### src/rtl/pll_drp_ctrl_if.sv
// DRP bus between the reconfiguration controller and the PLLE2_ADV dynamic port.
// master = controller side, slave = PLL (or its model) side.
interface pll_drp_ctrl_if;
    logic [6:0]  drp_daddr;
    logic [15:0] drp_di;
    logic [15:0] drp_do;
    logic        drp_den;
    logic        drp_dwe;
    logic        drp_drdy;

    modport master (
        output drp_daddr, drp_di, drp_den, drp_dwe,
        input  drp_do, drp_drdy
    );

    modport slave (
        input  drp_daddr, drp_di, drp_den, drp_dwe,
        output drp_do, drp_drdy
    );
endinterface

### src/rtl/pll_drp_ctrl.sv
// PLLE2_ADV reset sequencer and output-divider rewriter: read-modify-write of
// ClkReg1/ClkReg2 over DRP while the PLL is held in reset, then wait for lock.
module pll_drp_ctrl #(
    parameter int RST_HOLD     = 16,
    parameter int DRDY_TIMEOUT = 64,
    parameter int LOCK_TIMEOUT = 65535
) (
    input  logic                  refclk,
    input  logic                  rst,
    input  logic                  cfg_req,
    input  logic [1:0]            cfg_out,
    input  logic [6:0]            cfg_div,
    output logic                  cfg_busy,
    output logic                  cfg_done,
    output logic                  cfg_err,
    output logic                  locked,
    output logic                  pll_rst,
    input  logic                  pll_locked,
    pll_drp_ctrl_if.master        drp
);

    localparam int HOLD_W = $clog2(RST_HOLD + 1);
    localparam int DRDY_W = $clog2(DRDY_TIMEOUT + 1);
    localparam int LOCK_W = $clog2(LOCK_TIMEOUT + 1);

    localparam logic [HOLD_W-1:0] HOLD_LAST = HOLD_W'(RST_HOLD - 1);
    localparam logic [HOLD_W-1:0] HOLD_MAX  = HOLD_W'(RST_HOLD);
    localparam logic [DRDY_W-1:0] DRDY_LAST = DRDY_W'(DRDY_TIMEOUT - 1);
    localparam logic [DRDY_W-1:0] DRDY_MAX  = DRDY_W'(DRDY_TIMEOUT);
    localparam logic [LOCK_W-1:0] LOCK_LAST = LOCK_W'(LOCK_TIMEOUT - 1);
    localparam logic [LOCK_W-1:0] LOCK_MAX  = LOCK_W'(LOCK_TIMEOUT);

    typedef enum logic [3:0] {
        ST_HOLD,
        ST_WAITLOCK,
        ST_IDLE,
        ST_RD1,
        ST_WT1,
        ST_WR1,
        ST_WW1,
        ST_RD2,
        ST_WT2,
        ST_WR2,
        ST_WW2
    } state_t;

    state_t              state_reg, state_next;
    logic [HOLD_W-1:0]   hold_cnt_reg, hold_cnt_next;
    logic [DRDY_W-1:0]   drdy_cnt_reg, drdy_cnt_next;
    logic [LOCK_W-1:0]   lock_cnt_reg, lock_cnt_next;
    logic [1:0]          sel_reg, sel_next;
    logic [6:0]          div_reg, div_next;
    logic [15:0]         rdata_reg, rdata_next;
    logic                req_active_reg, req_active_next;
    logic                pll_rst_reg, pll_rst_next;
    logic                busy_reg, busy_next;
    logic                done_reg, done_next;
    logic                err_reg, err_next;
    logic                den_reg, den_next;
    logic                dwe_reg, dwe_next;
    logic [6:0]          daddr_reg, daddr_next;
    logic [15:0]         di_reg, di_next;
    logic [1:0]          lock_sync_reg;

    logic [6:0]          addr_reg1, addr_reg2;
    logic [5:0]          enc_high, enc_low;
    logic [6:0]          low_full;
    logic                enc_edge, enc_nocount;
    logic [15:0]         reg1_wdata, reg2_wdata;
    logic                drp_abort;

    // Two-flop synchronizer: LOCKED is asynchronous to the reference clock.
    always_ff @(posedge refclk) begin
        if (rst) begin
            lock_sync_reg <= 2'b00;
        end else begin
            lock_sync_reg <= {lock_sync_reg[0], pll_locked};
        end
    end

    assign addr_reg1 = 7'h08 + {4'b0000, sel_reg, 1'b0};
    assign addr_reg2 = addr_reg1 + 7'd1;

    // Divider encoding; LOW of 64 (div 127) truncates to 6'd0 as the PLL expects.
    always_comb begin
        low_full    = div_reg - {1'b0, div_reg[6:1]};
        enc_high    = div_reg[6:1];
        enc_low     = low_full[5:0];
        enc_edge    = div_reg[0];
        enc_nocount = 1'b0;
        if (div_reg == 7'd1) begin
            enc_high    = 6'd1;
            enc_low     = 6'd1;
            enc_edge    = 1'b0;
            enc_nocount = 1'b1;
        end
    end

    assign reg1_wdata = {rdata_reg[15:12], enc_high, enc_low};
    assign reg2_wdata = {rdata_reg[15:8], enc_edge, enc_nocount, rdata_reg[5:0]};

    always_ff @(posedge refclk) begin
        if (rst) begin
            state_reg      <= ST_HOLD;
            hold_cnt_reg   <= '0;
            drdy_cnt_reg   <= '0;
            lock_cnt_reg   <= '0;
            sel_reg        <= 2'd0;
            div_reg        <= 7'd0;
            rdata_reg      <= 16'd0;
            req_active_reg <= 1'b0;
            pll_rst_reg    <= 1'b1;
            busy_reg       <= 1'b1;
            done_reg       <= 1'b0;
            err_reg        <= 1'b0;
            den_reg        <= 1'b0;
            dwe_reg        <= 1'b0;
            daddr_reg      <= 7'd0;
            di_reg         <= 16'd0;
        end else begin
            state_reg      <= state_next;
            hold_cnt_reg   <= hold_cnt_next;
            drdy_cnt_reg   <= drdy_cnt_next;
            lock_cnt_reg   <= lock_cnt_next;
            sel_reg        <= sel_next;
            div_reg        <= div_next;
            rdata_reg      <= rdata_next;
            req_active_reg <= req_active_next;
            pll_rst_reg    <= pll_rst_next;
            busy_reg       <= busy_next;
            done_reg       <= done_next;
            err_reg        <= err_next;
            den_reg        <= den_next;
            dwe_reg        <= dwe_next;
            daddr_reg      <= daddr_next;
            di_reg         <= di_next;
        end
    end

    always_comb begin
        state_next      = state_reg;
        hold_cnt_next   = (hold_cnt_reg == HOLD_MAX) ? hold_cnt_reg : hold_cnt_reg + 1'b1;
        drdy_cnt_next   = (drdy_cnt_reg == DRDY_MAX) ? drdy_cnt_reg : drdy_cnt_reg + 1'b1;
        lock_cnt_next   = (lock_cnt_reg == LOCK_MAX) ? lock_cnt_reg : lock_cnt_reg + 1'b1;
        sel_next        = sel_reg;
        div_next        = div_reg;
        rdata_next      = rdata_reg;
        req_active_next = req_active_reg;
        pll_rst_next    = pll_rst_reg;
        busy_next       = busy_reg;
        done_next       = 1'b0;
        err_next        = 1'b0;
        den_next        = 1'b0;
        dwe_next        = 1'b0;
        daddr_next      = daddr_reg;
        di_next         = di_reg;
        drp_abort       = 1'b0;

        case (state_reg)
            // Also entered after the last DRP write so the hold covers both paths.
            ST_HOLD: begin
                if (hold_cnt_reg >= HOLD_LAST) begin
                    pll_rst_next  = 1'b0;
                    lock_cnt_next = '0;
                    state_next    = ST_WAITLOCK;
                end
            end
            ST_WAITLOCK: begin
                if (lock_sync_reg[1]) begin
                    busy_next       = 1'b0;
                    done_next       = req_active_reg;
                    req_active_next = 1'b0;
                    state_next      = ST_IDLE;
                end else if (lock_cnt_reg >= LOCK_LAST) begin
                    busy_next       = 1'b0;
                    err_next        = 1'b1;
                    req_active_next = 1'b0;
                    state_next      = ST_IDLE;
                end
            end
            ST_IDLE: begin
                if (cfg_req) begin
                    if (cfg_div != 7'd0) begin
                        sel_next        = cfg_out;
                        div_next        = cfg_div;
                        busy_next       = 1'b1;
                        pll_rst_next    = 1'b1;
                        hold_cnt_next   = '0;
                        req_active_next = 1'b1;
                        state_next      = ST_RD1;
                    end else begin
                        err_next = 1'b1;
                    end
                end
            end
            ST_RD1: begin
                den_next      = 1'b1;
                daddr_next    = addr_reg1;
                drdy_cnt_next = '0;
                state_next    = ST_WT1;
            end
            ST_WT1: begin
                if (drp.drp_drdy) begin
                    rdata_next = drp.drp_do;
                    state_next = ST_WR1;
                end else if (drdy_cnt_reg >= DRDY_LAST) begin
                    drp_abort = 1'b1;
                end
            end
            ST_WR1: begin
                den_next      = 1'b1;
                dwe_next      = 1'b1;
                daddr_next    = addr_reg1;
                di_next       = reg1_wdata;
                drdy_cnt_next = '0;
                state_next    = ST_WW1;
            end
            ST_WW1: begin
                if (drp.drp_drdy) begin
                    state_next = ST_RD2;
                end else if (drdy_cnt_reg >= DRDY_LAST) begin
                    drp_abort = 1'b1;
                end
            end
            ST_RD2: begin
                den_next      = 1'b1;
                daddr_next    = addr_reg2;
                drdy_cnt_next = '0;
                state_next    = ST_WT2;
            end
            ST_WT2: begin
                if (drp.drp_drdy) begin
                    rdata_next = drp.drp_do;
                    state_next = ST_WR2;
                end else if (drdy_cnt_reg >= DRDY_LAST) begin
                    drp_abort = 1'b1;
                end
            end
            ST_WR2: begin
                den_next      = 1'b1;
                dwe_next      = 1'b1;
                daddr_next    = addr_reg2;
                di_next       = reg2_wdata;
                drdy_cnt_next = '0;
                state_next    = ST_WW2;
            end
            ST_WW2: begin
                if (drp.drp_drdy) begin
                    state_next = ST_HOLD;
                end else if (drdy_cnt_reg >= DRDY_LAST) begin
                    drp_abort = 1'b1;
                end
            end
            default: begin
                state_next = ST_HOLD;
            end
        endcase

        // A stuck DRP abandons the request but still lets the PLL relock.
        if (drp_abort) begin
            err_next        = 1'b1;
            pll_rst_next    = 1'b0;
            lock_cnt_next   = '0;
            req_active_next = 1'b0;
            state_next      = ST_WAITLOCK;
        end
    end

    assign cfg_busy      = busy_reg;
    assign cfg_done      = done_reg;
    assign cfg_err       = err_reg;
    assign locked        = lock_sync_reg[1];
    assign pll_rst       = pll_rst_reg;
    assign drp.drp_den   = den_reg;
    assign drp.drp_dwe   = dwe_reg;
    assign drp.drp_daddr = daddr_reg;
    assign drp.drp_di    = di_reg;

endmodule

### src/flat_wrapper.sv
// flat-port wrapper written by rule: the top's interface ports become plain ports
module pll_drp_ctrl_flat 
#(
    parameter int RST_HOLD     = 16,
    parameter int DRDY_TIMEOUT = 64,
    parameter int LOCK_TIMEOUT = 65535
)
  (refclk, rst, cfg_req, cfg_out, cfg_div, cfg_busy, cfg_done, cfg_err, locked, pll_rst, pll_locked, drp_drp_daddr, drp_drp_di, drp_drp_den, drp_drp_dwe, drp_drp_do, drp_drp_drdy);
  pll_drp_ctrl_if drp_i ();
  input  logic refclk;
  input  logic rst;
  input  logic cfg_req;
  input  logic [1:0] cfg_out;
  input  logic [6:0] cfg_div;
  output logic cfg_busy;
  output logic cfg_done;
  output logic cfg_err;
  output logic locked;
  output logic pll_rst;
  input  logic pll_locked;
  output wire logic [$bits(drp_i.drp_daddr)-1:0] drp_drp_daddr;
  output wire logic [$bits(drp_i.drp_di)-1:0] drp_drp_di;
  output wire logic [$bits(drp_i.drp_den)-1:0] drp_drp_den;
  output wire logic [$bits(drp_i.drp_dwe)-1:0] drp_drp_dwe;
  input wire logic [$bits(drp_i.drp_do)-1:0] drp_drp_do;
  input wire logic [$bits(drp_i.drp_drdy)-1:0] drp_drp_drdy;
  assign drp_drp_daddr = drp_i.drp_daddr;
  assign drp_drp_di = drp_i.drp_di;
  assign drp_drp_den = drp_i.drp_den;
  assign drp_drp_dwe = drp_i.drp_dwe;
  assign drp_i.drp_do = drp_drp_do;
  assign drp_i.drp_drdy = drp_drp_drdy;
  pll_drp_ctrl #(.RST_HOLD(RST_HOLD), .DRDY_TIMEOUT(DRDY_TIMEOUT), .LOCK_TIMEOUT(LOCK_TIMEOUT)) u_core (.refclk(refclk), .rst(rst), .cfg_req(cfg_req), .cfg_out(cfg_out), .cfg_div(cfg_div), .cfg_busy(cfg_busy), .cfg_done(cfg_done), .cfg_err(cfg_err), .locked(locked), .pll_rst(pll_rst), .pll_locked(pll_locked), .drp(drp_i));
endmodule
### config.mk
export PLATFORM = sky130hd
export DESIGN_NAME = pll_drp_ctrl_flat
export DESIGN_NICKNAME = d
export VERILOG_FILES = /design/src/rtl/pll_drp_ctrl_if.sv /design/src/rtl/pll_drp_ctrl.sv /design/src/flat_wrapper.sv
export SDC_FILE = /design/constraint.sdc
export NUM_CORES = 1
export LEC_CHECK = 0
export BUFFER_PORTS_ARGS = -buffer_cell sky130_fd_sc_hd__buf_4
export CORE_MARGIN = 3
export CORE_UTILIZATION = 45
export DETAILED_ROUTE_END_ITERATION = 7
export PLACE_DENSITY = 0.7
export SETUP_SLACK_MARGIN = 0.02
export SLEW_MARGIN = 10
export SYNTH_ARGS = -nofsm -noshare
export SYNTH_HDL_FRONTEND = slang
export SYNTH_SLANG_ARGS = --single-unit
### constraint.sdc
create_clock -name refclk -period 2 [get_ports refclk]
set_clock_uncertainty 0.2 [all_clocks]
set_input_delay 0.2 -clock refclk [delete_from_list [all_inputs] [get_ports refclk]]
set_output_delay 0.2 -clock refclk [all_outputs]
set_load 0.01 [all_outputs]
=== Word-level counts from Yosys, hierarchy flattened ===
Index checks and enable logic that the tools add are counted.

* Bits in registers: 89
* Input bits: 30
* Word-level logic and storage cells: 123

* Add/subtract/negate cells: 6
* Order comparisons: 3
* Equality and inequality tests: 30
* Multiplexer cells: 43
* Bitwise gates (word level): 2
* Reductions and logical operators: 21

{| class="wikitable"
|+ Operators with widths
! cell !! number
|-
| $mux 16 || 3
|-
| $pmux 4 s11 || 1
|-
| $mux 4 || 9
|-
| $pmux 16 s2 || 1
|-
| $mux 5 || 4
|-
| $mux 1 || 19
|-
| $add 16x1->16 const B || 1
|-
| $eq 16x16->1 const B || 1
|-
| $eq 4x3->1 const B || 4
|-
| $ge 16x16->1 const B || 1
|-
| $reduce_and 8->1 || 2
|-
| $ne 3x2->1 const B || 5
|-
| $add 7x1->7 const B || 2
|-
| $pmux 7 s2 || 1
|-
| $eq 4x4->1 const B || 3
|-
| $mux 6 || 2
|-
| $ne 2x2->1 const B || 5
|-
| $reduce_or 2->1 || 5
|-
| $ne 3x1->1 const B || 3
|-
| $eq 4x2->1 const B || 2
|-
| $reduce_and 4->1 || 2
|-
| $reduce_or 4->1 || 2
|-
| $eq 7x1->1 const B || 1
|-
| $eq 7x7->1 const B || 1
|-
| other kinds (19) || 25
|}

=== Logic depth before layout (Yosys ltp) ===
* Depth after elaboration: 6
* Mapped depth: 9

=== Least setup slack after synthesis ===
OpenSTA, ideal clock, no wires.

* Path kind: flip-flop to flip-flop
* Start point: register u_core.div_reg[1]
* End point: register u_core.di_reg[4], in the netlist u_core.drp.drp_di[4]
* Data arrival time: 1718 ps
* Required time: 1714 ps
* Setup slack: -3 ps
* Stages on the path, launching flop included: 9
* Cells stage by stage: dfxtp_1 > ha_1 > inv_1 > fa_1 > nor2b_1 > o21ai_0 > nor3b_1 > o21ai_0 > a211oi_1

* Word-level cells in the longest chain between the ends: 3
* Elaborated cells between the ends (all ways): 4
* Classes of those cells: add/sub: 1; eq/ne: 1; mux: 2

{| class="wikitable"
|+ Ends and longest elaborated chain
! element !! RTL line !! RTL
|-
| start: declaration || pll_drp_ctrl.sv:52 || <nowiki>logic [6:0] div_reg, div_next;</nowiki>
|-
| start signal: assignment || pll_drp_ctrl.sv:126 || <nowiki>div_reg <= div_next;</nowiki>
|-
| $sub 6x6->6 / $eq 7x1->1 (equally long branches) || pll_drp_ctrl.sv:86, pll_drp_ctrl.sv:91 ||
|-
| $mux 6 * || pll_drp_ctrl.sv:91 || <nowiki>if (div_reg == 7'd1) begin</nowiki>
|-
| $pmux 16 s2 * || pll_drp_ctrl.sv:159 || <nowiki>case (state_reg)</nowiki>
|-
| end signal: assignment || pll_drp_ctrl.sv:136 || <nowiki>di_reg <= di_next;</nowiki>
|-
| end: declaration || pll_drp_ctrl.sv:62 || <nowiki>logic [15:0] di_reg, di_next;</nowiki>
|}

Every way passes the cells marked *; elsewhere a longest branch is shown, timed or not. The select of a mux whose other input is x is not followed.
A chain may end at the register's enable or synchronous reset.

=== Worst setup path in the final report ===
* Start point: register u_core.div_reg[1]
* End point: register u_core.di_reg[5], in the netlist u_core.drp.drp_di[5]

The elaborated chain is that of the path after synthesis.

==> results_dict.tcl <==
set metrics [dict create \
    clk_root_buffer_cell "clkbuf_8" \
    total_number_of_yosys_warnings 0 \
    via_count_of_the_first_global_routing_pass 3406 \
    worst_setup_hold_path_clk_slew_ns 0.09 \
    min_from "drp_drp_drdy" \
    cts_buf_count 9 \
    r2r-end "u_core.drp.drp_di[5]" \
    area.growth.synth_to_final_pct 37.9 \
    critPathMaxStageDelay_ns 0.38 \
    critPathMaxFanout 4 \
    timing_worst_setup_path_type "register to register" \
    count_of_different_cell_masters_after_synthesis 56 \
    max-clock-path-buffers 2 \
    reg2reg_from "u_core.div_reg[1]" \
    die_width_um 99.0 \
    initialDrtViolationCount 160 \
    synthSimpleGateAreaFrac_pct 23.1 \
    fin_setup_tns_ns -0.0523 \
    gp_congestion 0.847 \
    synth_area_per_cell_sq_um 8.85 \
    synthesized_area_fraction_occupied_by_ao_oa_aoi_and_oai_cells_pct 10.9 \
    yosys.area_share.xor_xnor_pct 4.50 \
    timing.final.crit_share_pct 103 \
    rows 33 \
    worst_hold_path.num_cells 4 \
    cp.arrival_ns 2.08 \
    async_reset_ff_share_pct 0 \
    timing.critical_path.depth 6 \
    total_via_count_in_the_routed_design 3469 \
    drt-wirelength-per-cell_um 14.1 \
    worst-r2r-cell-count 6 \
    routed-wl-met2_mm 4.44 \
    route.detailed.vias_per_inst 5.22 \
    finalHoldViolations 0 \
    synth_seq_area_share_pct 43.2 \
    n_antenna_cell 0 \
    synth_top_family_by_area "simple AND/OR/NAND/NOR gates" \
    worst_hold_path_type "input port to register" \
    netlist.area_leader.share_pct 43.2 \
    place.detailed.hpwl_mm 6.38 \
    ys_top_cells_by_area "dfxtp_1 43%, mux2i_1 8.0%, nor2_1 6.9%, ha_1 4.8%, a21oi_1 2.7%" \
    grt.overflow.total 0 \
    layout.nets 601 \
    htree_num_levels 3 \
    post_route_wl_mm 9.38 \
    tritoncts "built" \
    m1WireLength_mm 4.40 \
    largest_net_degree_at_the_start_of_global_routing 40 \
    critical_path.slowest_cell "dfxtp_4" \
    post_synth_mux_area_share_pct 7.97 \
    path_delay_family "compound AO/OA/AOI/OAI gates" \
    synth-seq-cells 84 \
    end_of_flow_core_utilization_pct 64.7 \
    antenna_violating_nets_post_route 0 \
    maxCapViolations 0 \
    synthAdderAreaFrac_pct 5.34 \
    timing.reg2reg.setup_slack_ns -0.05 \
    worst_hold_slack_ns 0.0523 \
    cp-end-kind "register" \
    clock_sink_count 84 \
    synth_enable_flop_cells 0 \
    setup_violations 1 \
    drc 0 \
    failing_checks "negative setup slack" \
    design.portCount 60 \
    wp_buf_inv 0 \
    die_y_um 99.0 \
    first_pass_grt_wire_length_mm 15.4 \
    netlist_area_sq_um 3890 \
    synthFlopType "dfxtp_1" \
    met3WireLength_um 382 \
    placement.io_buffers 54 \
    grt_use_total_pct 19.0 \
    data_required_time_at_the_worst_endpoint_ns 2.03 \
    drive_gt1_share_pct 27.5 \
    vdd.ir_drop.worst_v 0.000423 \
    startpoint_type "register" \
    rsz0062_at_grt "yes" \
    outcome "finished, violations left" \
    p_leak_nw 2.26 \
    fp.dieArea_sq_um 9800 \
    max_freq_mhz 487 \
    p_per_area_nw_per_um2 764 \
    clkLatencyLatePin_ns 0.35 \
    syn-instance-count 440 \
    fillers 683 \
    post-synth-top-area-cell "dfxtp_1" \
    path_cells "ha_4 -> nor2b_4 -> o311a_1 -> o31ai_2 -> mux2i_1 -> a211oi_2" \
    highest-signal-layer "met4" \
    timing.final.max_slew_violations 0 \
    initial_utilization_pct 46.9 \
    core_region_area_sq_um 8300 \
    final.setup.worst_slack_ns -0.0523 \
    drt_pre_antenna_iters 4 \
    holdPathEnd "u_core.state_reg[1]" \
    antenna_found_initial 0 \
    period_minus_slack_ns 2.05 \
]
==> worst min-delay path, delay by kind of cell <==
kind	cells	cell delay (ns)
buffers and inverters	1	0.11
and+or+nand+nor	1	0.05
AOI/OAI and AO/OA	2	0.19
==> cell type report <==
type	instances	area, sq um	share of cell area [%]
Multi-Input combinational cell	315	2200	41.1
Sequential cell	84	1700	31.6
Timing Repair Buffer	125	1020	19.0
Tap cell	105	131	2.45
Clock buffer	10	128	2.38
Clock inverter	6	111	2.07
Inverter	20	75.1	1.40
==> report_power, final <==
group,switching [mW],internal [mW]
logic,0.389,0.418
registers,0.0834,1.75
clock network,0.626,0.833
==> kinds of logic (layout without fill, tap and decap cells) <==
family	count (synthesis)	after routing
and+or+nand+nor	178	179
DFF	84	84
AOI/OAI and AO/OA	66	66
buffers and inverters	44	161
muxes	31	31
xor gates and xnor gates	20	20
adders and majority gates	16	16
other	1	3
==> layout by cell type (no fill, tap or decap), types with 4 or more instances in the layout <==
master	count
nor2_1	67
nand2_1	28
nand3_1	13
mux2i_1	31
buf_6	4
xnor2_1	11
and3_1	6
a221oi_1	5
nor3_1	12
inv_1	18
ha_1	10
nand2b_1	6
clkbuf_8	9
nor2b_1	4
a211oi_1	4
nor2_2	4
xor2_1	9
buf_4	94
o21ai_0	10
a21oi_1	21
dlygate4sd3_1	27
nand4_1	7
ha_4	4
dfxtp_1	78
==> worst max-delay path by stage <==
stage | startpoint | end | slack, ns
global route | u_core.div_reg[2] | u_core.drp.drp_di[5] | -0.12
floorplan | u_core.div_reg[2] | u_core.drp.drp_di[5] | 0.05
CTS | u_core.hold_cnt_reg[0] | u_core.lock_cnt_reg[13] | 0.01
detailed placement | u_core.hold_cnt_reg[1] | u_core.lock_cnt_reg[13] | -0.11
global placement | u_core.hold_cnt_reg[0] | u_core.lock_cnt_reg[6] | 0.002
finish | u_core.div_reg[1] | u_core.drp.drp_di[5] | -0.05
==> synthesized netlist by cell type (3+ instances only) <==
| cell type | number |
|---|---|
| mux2i_1 | 31 |
| buf_2 | 9 |
| dfxtp_1 | 84 |
| a211o_1 | 3 |
| inv_1 | 20 |
| a211oi_1 | 7 |
| xnor2_1 | 11 |
| nor2_1 | 72 |
| nand3_1 | 14 |
| a21oi_1 | 21 |
| xor2_1 | 9 |
| nand2_1 | 28 |
| buf_4 | 4 |
| nor3_1 | 14 |
| nor2b_1 | 5 |
| o21ai_0 | 13 |
| and3_1 | 6 |
| nand2b_1 | 6 |
| a221oi_1 | 5 |
| clkbuf_1 | 11 |
| ha_1 | 15 |
| nand4_1 | 7 |
| a31oi_1 | 3 |
==> metrics by stage <==
| step | std cells | cell area (sq um) | setup slack (ns) | power [mW] |
|---|---|---|---|---|
| 2_1_floorplan | 442 | 3900 | 0.0451 | 2.29 |
| 3_3_place_gp | 619 | 4650 | 0.00243 | 2.51 |
| 3_5_place_dp | 619 | 4650 | -0.114 | 2.53 |
| 4_1_cts | 663 | 5190 | 0.0148 | 4.05 |
| 5_1_grt | 665 | 5370 | -0.122 | 4.29 |
| 6_report | 665 | 5370 | -0.0523 | 4.10 |
==> metal layers <==
| layer | GRT usage, % | up-vias |
|---|---|---|
| met5 | 0 | - |
| met3 | 3.75 | 13 |
| li1 | - | 1746 |
| met1 | 25.0 | 1636 |
| met2 | 31.0 | 74 |
| met4 | 6.93 | 0 |
==> what timing repair did <==
item                                   in CTS  in global routing
cloned                                      1                  0
endpoints found under the hold margin      33                  0
gates resized for setup                     6                 43
pin swaps                                   1                  7
hold buffers                               27                  0
setup endpoints to repair                  16                 31
buffers inserted                            0                  2
Power figures use the tool's default switching activity.
